--- src/rtl/sram_ctrl_pkg.sv ---
// sram_ctrl_pkg: shared controller state type, default response depth and credit-width helper
package sram_ctrl_pkg;
    typedef enum logic {INIT, RUN} ctrl_state_t;
    localparam int RESP_DEPTH_DFLT = 3;
    function automatic int cred_w(input int depth);
        return $clog2(depth + 1);
    endfunction
endpackage

--- src/rtl/sram_resp_fifo.sv ---
// sram_resp_fifo: DEPTH x WIDTH sync FIFO holding read responses
//   clock, reset_n    clock, async active-low reset (empties the FIFO)
//   push, push_data   write an entry
//   pop               drop the head entry
//   head, count       head entry and current occupancy
module sram_resp_fifo #(
    parameter int DEPTH = 3,
    parameter int WIDTH = 7,
    parameter int CNT_W = 2
) (
    input  logic             clock,
    input  logic             reset_n,
    input  logic             push,
    input  logic [WIDTH-1:0] push_data,
    input  logic             pop,
    output logic [WIDTH-1:0] head,
    output logic [CNT_W-1:0] count
);
    localparam int PW = DEPTH > 1 ? $clog2(DEPTH) : 1;
    logic [WIDTH-1:0] mem [DEPTH];
    logic [PW-1:0]    wp, rp;
    assign head = mem[rp];
    always_ff @(posedge clock)
        if (push) mem[wp] <= push_data;
    always_ff @(posedge clock or negedge reset_n)
        if (!reset_n) begin
            wp    <= '0;
            rp    <= '0;
            count <= '0;
        end else begin
            if (push) wp <= wp == PW'(DEPTH - 1) ? '0 : wp + 1'b1;
            if (pop)  rp <= rp == PW'(DEPTH - 1) ? '0 : rp + 1'b1;
            count <= count + CNT_W'(push) - CNT_W'(pop);
        end
endmodule

--- src/rtl/sram_1r1w_port_ctrl.sv ---
// sram_1r1w_port_ctrl: clears a 1R1W SRAM after reset, then serves read/write requests
//   clock, reset_n                    clock, async active-low reset
//   init_done                         array clear complete
//   rd_req_*                          read request (valid/ready/addr)
//   rd_resp_*                         read response (valid/ready/data), in request order
//   wr_req_*                          write request (valid/ready/addr/data)
//   arr_r_*, arr_w_*                  macro ports; arr_r_data valid the cycle after arr_r_en
module sram_1r1w_port_ctrl
    import sram_ctrl_pkg::*;
#(
    parameter int               DEPTH      = 1024,
    parameter int               WIDTH      = 7,
    parameter int               ADDR_W     = 10,
    parameter int               RESP_DEPTH = RESP_DEPTH_DFLT,
    parameter logic [WIDTH-1:0] INIT_VALUE = '0
) (
    input  logic              clock,
    input  logic              reset_n,
    output logic              init_done,
    input  logic              rd_req_valid,
    output logic              rd_req_ready,
    input  logic [ADDR_W-1:0] rd_req_addr,
    output logic              rd_resp_valid,
    input  logic              rd_resp_ready,
    output logic [WIDTH-1:0]  rd_resp_data,
    input  logic              wr_req_valid,
    output logic              wr_req_ready,
    input  logic [ADDR_W-1:0] wr_req_addr,
    input  logic [WIDTH-1:0]  wr_req_data,
    output logic              arr_r_en,
    output logic [ADDR_W-1:0] arr_r_addr,
    input  logic [WIDTH-1:0]  arr_r_data,
    output logic              arr_w_en,
    output logic [ADDR_W-1:0] arr_w_addr,
    output logic [WIDTH-1:0]  arr_w_data
);
    localparam int CW = cred_w(RESP_DEPTH);
    ctrl_state_t       state, state_d;
    logic [ADDR_W-1:0] init_cnt;
    logic [CW-1:0]     cred, cnt;
    logic              run, accept, pop, rv, fhit;
    logic [WIDTH-1:0]  fdata;
    always_comb begin
        state_d = state;
        if (state == INIT && init_cnt == ADDR_W'(DEPTH - 1)) state_d = RUN;
    end
    assign run           = state == RUN;
    assign init_done     = run;
    assign wr_req_ready  = run;
    assign rd_resp_valid = cnt != '0;
    assign pop           = rd_resp_valid && rd_resp_ready;
    // a pop frees a credit in the same cycle, so a full buffer can still accept
    assign rd_req_ready  = run && (cred != CW'(RESP_DEPTH) || pop);
    assign accept        = rd_req_valid && rd_req_ready;
    assign arr_r_en      = accept;
    assign arr_r_addr    = rd_req_addr;
    assign arr_w_en      = run ? wr_req_valid : 1'b1;
    assign arr_w_addr    = run ? wr_req_addr : init_cnt;
    assign arr_w_data    = run ? wr_req_data : INIT_VALUE;
    always_ff @(posedge clock or negedge reset_n)
        if (!reset_n) begin
            state    <= INIT;
            init_cnt <= '0;
            cred     <= '0;
            rv       <= 1'b0;
            fhit     <= 1'b0;
            fdata    <= '0;
        end else begin
            state <= state_d;
            if (!run) init_cnt <= init_cnt + 1'b1;
            cred  <= cred + CW'(accept) - CW'(pop);
            rv    <= accept;
            // same-cycle write to the read address wins over whatever the macro returns
            fhit  <= accept && wr_req_valid && wr_req_addr == rd_req_addr;
            fdata <= wr_req_data;
        end
    sram_resp_fifo #(.DEPTH(RESP_DEPTH), .WIDTH(WIDTH), .CNT_W(CW)) u_fifo (
        .clock     (clock),
        .reset_n   (reset_n),
        .push      (rv),
        .push_data (fhit ? fdata : arr_r_data),
        .pop       (pop),
        .head      (rd_resp_data),
        .count     (cnt)
    );
endmodule
--- config.mk ---
export PLATFORM = sky130hd
export DESIGN_NAME = sram_1r1w_port_ctrl
export DESIGN_NICKNAME = d
export VERILOG_FILES = /design/src/rtl/sram_ctrl_pkg.sv /design/src/rtl/sram_resp_fifo.sv /design/src/rtl/sram_1r1w_port_ctrl.sv
export SDC_FILE = /design/constraint.sdc
export NUM_CORES = 1
export LEC_CHECK = 0
export ABC_AREA = 1
export BUFFER_PORTS_ARGS = -buffer_cell sky130_fd_sc_hd__buf_2
export CAP_MARGIN = 20
export CORE_ASPECT_RATIO = 0.75
export CORE_UTILIZATION = 30
export DETAILED_ROUTE_END_ITERATION = 12
export PLACE_DENSITY = 0.57
export REMOVE_ABC_BUFFERS = 1
export SLEW_MARGIN = 20
export SYNTH_ARGS = -nofsm -noshare
export SYNTH_HDL_FRONTEND = slang
export SYNTH_SLANG_ARGS = --single-unit
--- constraint.sdc ---
create_clock -name clock -period 3.8 [get_ports clock]
set_input_delay 0.19 -clock clock [delete_from_list [all_inputs] [get_ports clock]]
set_output_delay 0.19 -clock clock [all_outputs]
set_load 0.1 [all_outputs]
# After elaboration in Yosys (flattened, before gate mapping)
# Memories as Yosys holds them, arrays and structs flattened.
# Index checks and enable logic that the tools add are counted.
[word_totals]
reg_bits = 28
ram_bits = 21
in_bits = 39
output_inout_bits = 40
wordCells = 39
mem_count = 1
[memory_table]
columns = ["memory", "words", "width", "read_ports", "rd_ports_with_merged_regs", "write_ports", "line", "text"]
rows = [
  ["u_fifo.mem", 3, 7, 1, 0, 1, "sram_resp_fifo.sv:20", "logic [WIDTH-1:0] mem [DEPTH];"],
]
[classes]
n_addsub = 7
n_eq_ne = 5
n_mux = 8
bitwise = 1
reduce_logical = 8
[op_table]
columns = ["operator", "count"]
rows = [
  ["2-to-1 mux 7 bit", 2],
  ["adder 10 x 1 -> 10 bit (second input constant)", 1],
  ["equality test 10 bit", 1],
  ["equality test 10 bit (second input constant)", 1],
  ["2-to-1 mux 10 bit", 1],
  ["logical AND 1 bit", 6],
  ["adder 2 x 1 -> 2 bit", 2],
  ["adder 2 x 1 -> 2 bit (second input constant)", 2],
  ["equality test 2 bit (second input constant)", 2],
  ["2-to-1 mux 2 bit", 2],
  ["subtractor 2 x 1 -> 2 bit", 2],
  ["2-to-1 mux 1 bit", 3],
  ["inequality test 2 bit (second input constant)", 1],
  ["nonzero test 2 bit", 1],
  ["logical OR 1 bit", 1],
  ["NOT 1 bit", 1],
]

# Longest topological paths before layout
[logic_depth]
ltp_word = 7
depth_mapped = 9
ltp_nobuf = 9

# By module
# Synthesis repeated with hierarchy kept, for this count alone.
[hier_totals]
hier_cells = 283
hier_area_um2 = 2531.2
[by_module_without_submodules]
columns = ["module", "n_inst", "cells_per_inst", "area_each_um2", "seq_area_each_um2"]
rows = [
  ["sram_1r1w_port_ctrl", 1, 196, 1441.4, 550.5],
  ["sram_resp_fifo", 1, 87, 1089.8, 780.7],
]

# Least setup slack after synthesis
# Ideal clock, no wire load.
[synth_path]
path_type = "reg2out"
start = "register state, in the netlist init_done"
end = "output arr_w_addr[0]"
t_arrival_ns = 3.534
required_time_ns = 3.610
setup_slack_ns = 0.076
path_stages_with_launch = 5
path_buffers = 2
path_cell_list = "dfrtp_1 > buf_6 > clkinv_2 > buf_2 > o21ai_0"
[synth_via]
elab_chain_len = 1
[synth_rtl]
columns = ["element", "line", "text"]
rows = [
  ["from (decl)", "sram_1r1w_port_ctrl.sv:38", "ctrl_state_t state, state_d;"],
  ["from (signal assigned)", "sram_1r1w_port_ctrl.sv:69", "state <= state_d;"],
  ["2-to-1 mux 10 bit", "sram_1r1w_port_ctrl.sv:58", "assign arr_w_addr = run ? wr_req_addr : init_cnt;"],
  ["to (decl)", "sram_1r1w_port_ctrl.sv:34", "output logic [ADDR_W-1:0] arr_w_addr,"],
]
# No other way between the ends.

# Worst setup path in the final report
[layout_path]
start = "register u_fifo.rp[1]"
end = "output rd_resp_data[6]"
[layout_via]
elab_chain_len = 1
[layout_rtl]
columns = ["element", "line", "text"]
rows = [
  ["from (decl)", "sram_resp_fifo.sv:21", "logic [PW-1:0] wp, rp;"],
  ["from (signal assigned)", "sram_resp_fifo.sv:32", "if (pop) rp <= rp == PW'(DEPTH - 1) ? '0 : rp + 1'b1;"],
  ["memory (3 x 7 bit)", "-", ""],
  ["to (decl)", "sram_1r1w_port_ctrl.sv:25", "output logic [WIDTH-1:0] rd_resp_data,"],
]
# No other way between the ends.

==> results.json <==
{
  "status": "completed",
  "drtIter0Drc": 47,
  "fillers": 857,
  "finalSetupViolCount": 0,
  "power_frac_comb": 0.417,
  "p_clk_frac": 0.242,
  "final-hold-violation-count": 0,
  "holdWs_ps": 13.0,
  "clk_pin_slew_ps": 90,
  "wire_per_inst_um": 11.6,
  "seq_power_share": 0.342,
  "cts_tree": "built",
  "ir_drop_mv": 0.306,
  "ios": 79,
  "powerDensity_nw_per_um2": 588,
  "grt_antenna_before_repair": 0,
  "critPathKind": "flip-flop to output port",
  "clk_path_buf_depth": 2,
  "tightest_slew_ps": 1040,
  "multi_input_area_um2": 845,
  "rsz0062_at_grt": "no",
  "cts_num_sinks": 49,
  "dpl.hpwl_um": 4010,
  "finClkSkew_ps": 11.1,
  "final_cell_mix": "78 x nand2_1, 78 x buf_2, 41 x inv_1",
  "placed_cells": 433,
  "switching_share": 0.450,
  "leakage_uw": 0.00159,
  "min_period_ps": 2240,
  "cts_made_buffers": 5,
  "track_usage": 0.131,
  "die_height_um": 80.3,
  "start_kind": "flip-flop",
  "relSlewSlack": 0.301,
  "p_int_uw": 999,
  "routed_via_density": 4.31,
  "overflow": 0,
  "ff_latch_area_um2": 1330,
  "core_um2": 7920,
  "portBuffers": 78,
  "die_width_um": 106,
  "syn2layout_area_growth_pct": 25.8,
  "routed_wl_um": 5220,
  "antenna_left": 0,
  "cts_hold_buf": 4,
  "switching_power_uw": 817,
  "grt_max_degree": 31,
  "n_antenna_cell": 0,
  "firstDrtPassIters": 4,
  "arrival_ps": 2050,
  "h-tree-depth": 2,
  "rows": 28,
  "gp_congestion": 0.760,
  "worstPathMaxFanout": 10,
  "fin_crit_sh": 0.590,
  "yosysUniqueCellTypes": 26,
  "netlist_instances": 264,
  "maxCapViolations": 0,
  "postCtsSetupBuffers": 0,
  "clockRootBuffer": "clkbuf_8",
  "synth-seq-cells": 49,
  "drive_above_1_share": 0.303,
  "synth_warnings": 0,
  "clk-insertion-delay-late_ps": 300,
  "endpoint_kind": "output port",
  "layout.cells.non_filler": 448,
  "synthesis.area_um2": 2450,
  "fmax_mhz": 446,
  "final_nets": 385,
  "dieArea_um2": 8550,
  "cts-resized-gates": 0,
  "grt_pass1_vias": 1927,
  "drc": 0,
  "syn_avg_cell_area_um2": 9.29,
  "initial_utilization": 0.310,
  "yosysSeqAreaShare": 0.543,
  "finalMaxSlewViolations": 0,
  "vias": 1932,
  "cp.required_ps": 3610,
  "hp-class": "input port to flip-flop",
  "grt_pass1_wl_um": 8710
}
## cells by family after synthesis
group,synth area share
flip-flops,0.543
AO/OA/AOI/OAI,0.0357
buffers and inverters,0.113
AND/OR/NAND/NOR,0.199
XOR/XNOR,0.0571
adder cells (fa/ha/maj),0.0204
multiplexers,0.0321
## power groups by stage
stage	logic (uW)	clock network, uW	registers, uW
global route	812	469	626
finish	757	439	620
global placement	749	0	628
detailed placement	756	0	632
floorplan	573	0	624
CTS	761	449	620
## stage by stage
step                setup WS (ps)  cell area [um2]   util  power, uW  setup TNS [ps]
finish                       1560             3090  0.390       1820               0
global route                 1410             3090  0.390       1910               0
CTS                          1520             3060  0.386       1830               0
detailed placement           1870             2880  0.364       1390               0
global placement             1930             2880  0.364       1380               0
floorplan                   -1140             2330      -       1200           -4250
## cells in the mapped netlist
cell / number / area [um2]
nand4_1: 1 / 6.26
o31ai_1: 1 / 7.51
buf_2: 5 / 25.0
nor2_2: 1 / 6.26
edfxtp_1: 21 / 631
buf_4: 11 / 82.6
mux2_2: 7 / 78.8
o21ai_1: 2 / 10.0
buf_6: 1 / 11.3
nand2_2: 3 / 18.8
o21ai_0: 10 / 50.1
nor2_1: 11 / 41.3
xor2_1: 9 / 78.8
nor2_4: 1 / 11.3
nand3_2: 1 / 10.0
nor3_1: 5 / 25.0
nand3_1: 11 / 55.1
inv_1: 41 / 154
nand2_1: 78 / 293
dfrtp_1: 28 / 701
a21oi_1: 1 / 5.00
clkinv_2: 1 / 5.00
xnor2_1: 7 / 61.3
ha_1: 4 / 50.1
nand4_4: 1 / 21.3
o21bai_1: 2 / 15.0
## path summary, 6_finish.rpt
kind | endpoint | slack (ps) | cells past startpoint | from
min in group asynchronous | init_cnt[7] | 440 | 2 | reset_n
setup / recovery | rd_resp_data[6] | 1560 | 4 | u_fifo.rp[1]
hold / removal | fdata[0] | 10 | 1 | wr_req_data[0]
max in group asynchronous | fdata[0] | 2940 | 2 | reset_n
hold reg to reg | init_cnt[8] | 480 | 1 | init_cnt[8]
setup reg to reg | u_fifo.mem[2][6] | 2120 | 2 | rv
## flip-flops by register name, summed over array words and instances, names as in the netlist
name	flops
init_done	1
u_fifo.rp	2
u_fifo.wp	2
u_fifo.count	2
init_cnt	10
rv	1
u_fifo.mem	21
fhit	1
fdata	7
cred	2
## cell type report
class                           count  share of cell area
Inverter                           42              0.0515
Tap cell                          105              0.0426
Multi-Input combinational cell    156               0.274
Clock inverter                      3              0.0223
Sequential cell                    49               0.431
Clock buffer                        5              0.0223
Timing Repair Buffer               88               0.156
## critical path, cell delays in order, from the launching register on
cell,delay (ps)
dfrtp_1,500
nor2_1,590
nand2_1,100
nand3_1,120
buf_2,440
## routing by layer
metal / share of wire / vias to the layer above / track usage / wire length [um]
met4: 0.0069 / 0 / 0.0315 / 36
met1: 0.46 / 938 / 0.163 / 2420
li1: - / 966 / - / -
met2: 0.50 / 21 / 0.232 / 2590
met5: 0 / - / 0 / 0
met3: 0.033 / 7 / 0.0308 / 173
Note: power is estimated with default switching activity, not from simulation.
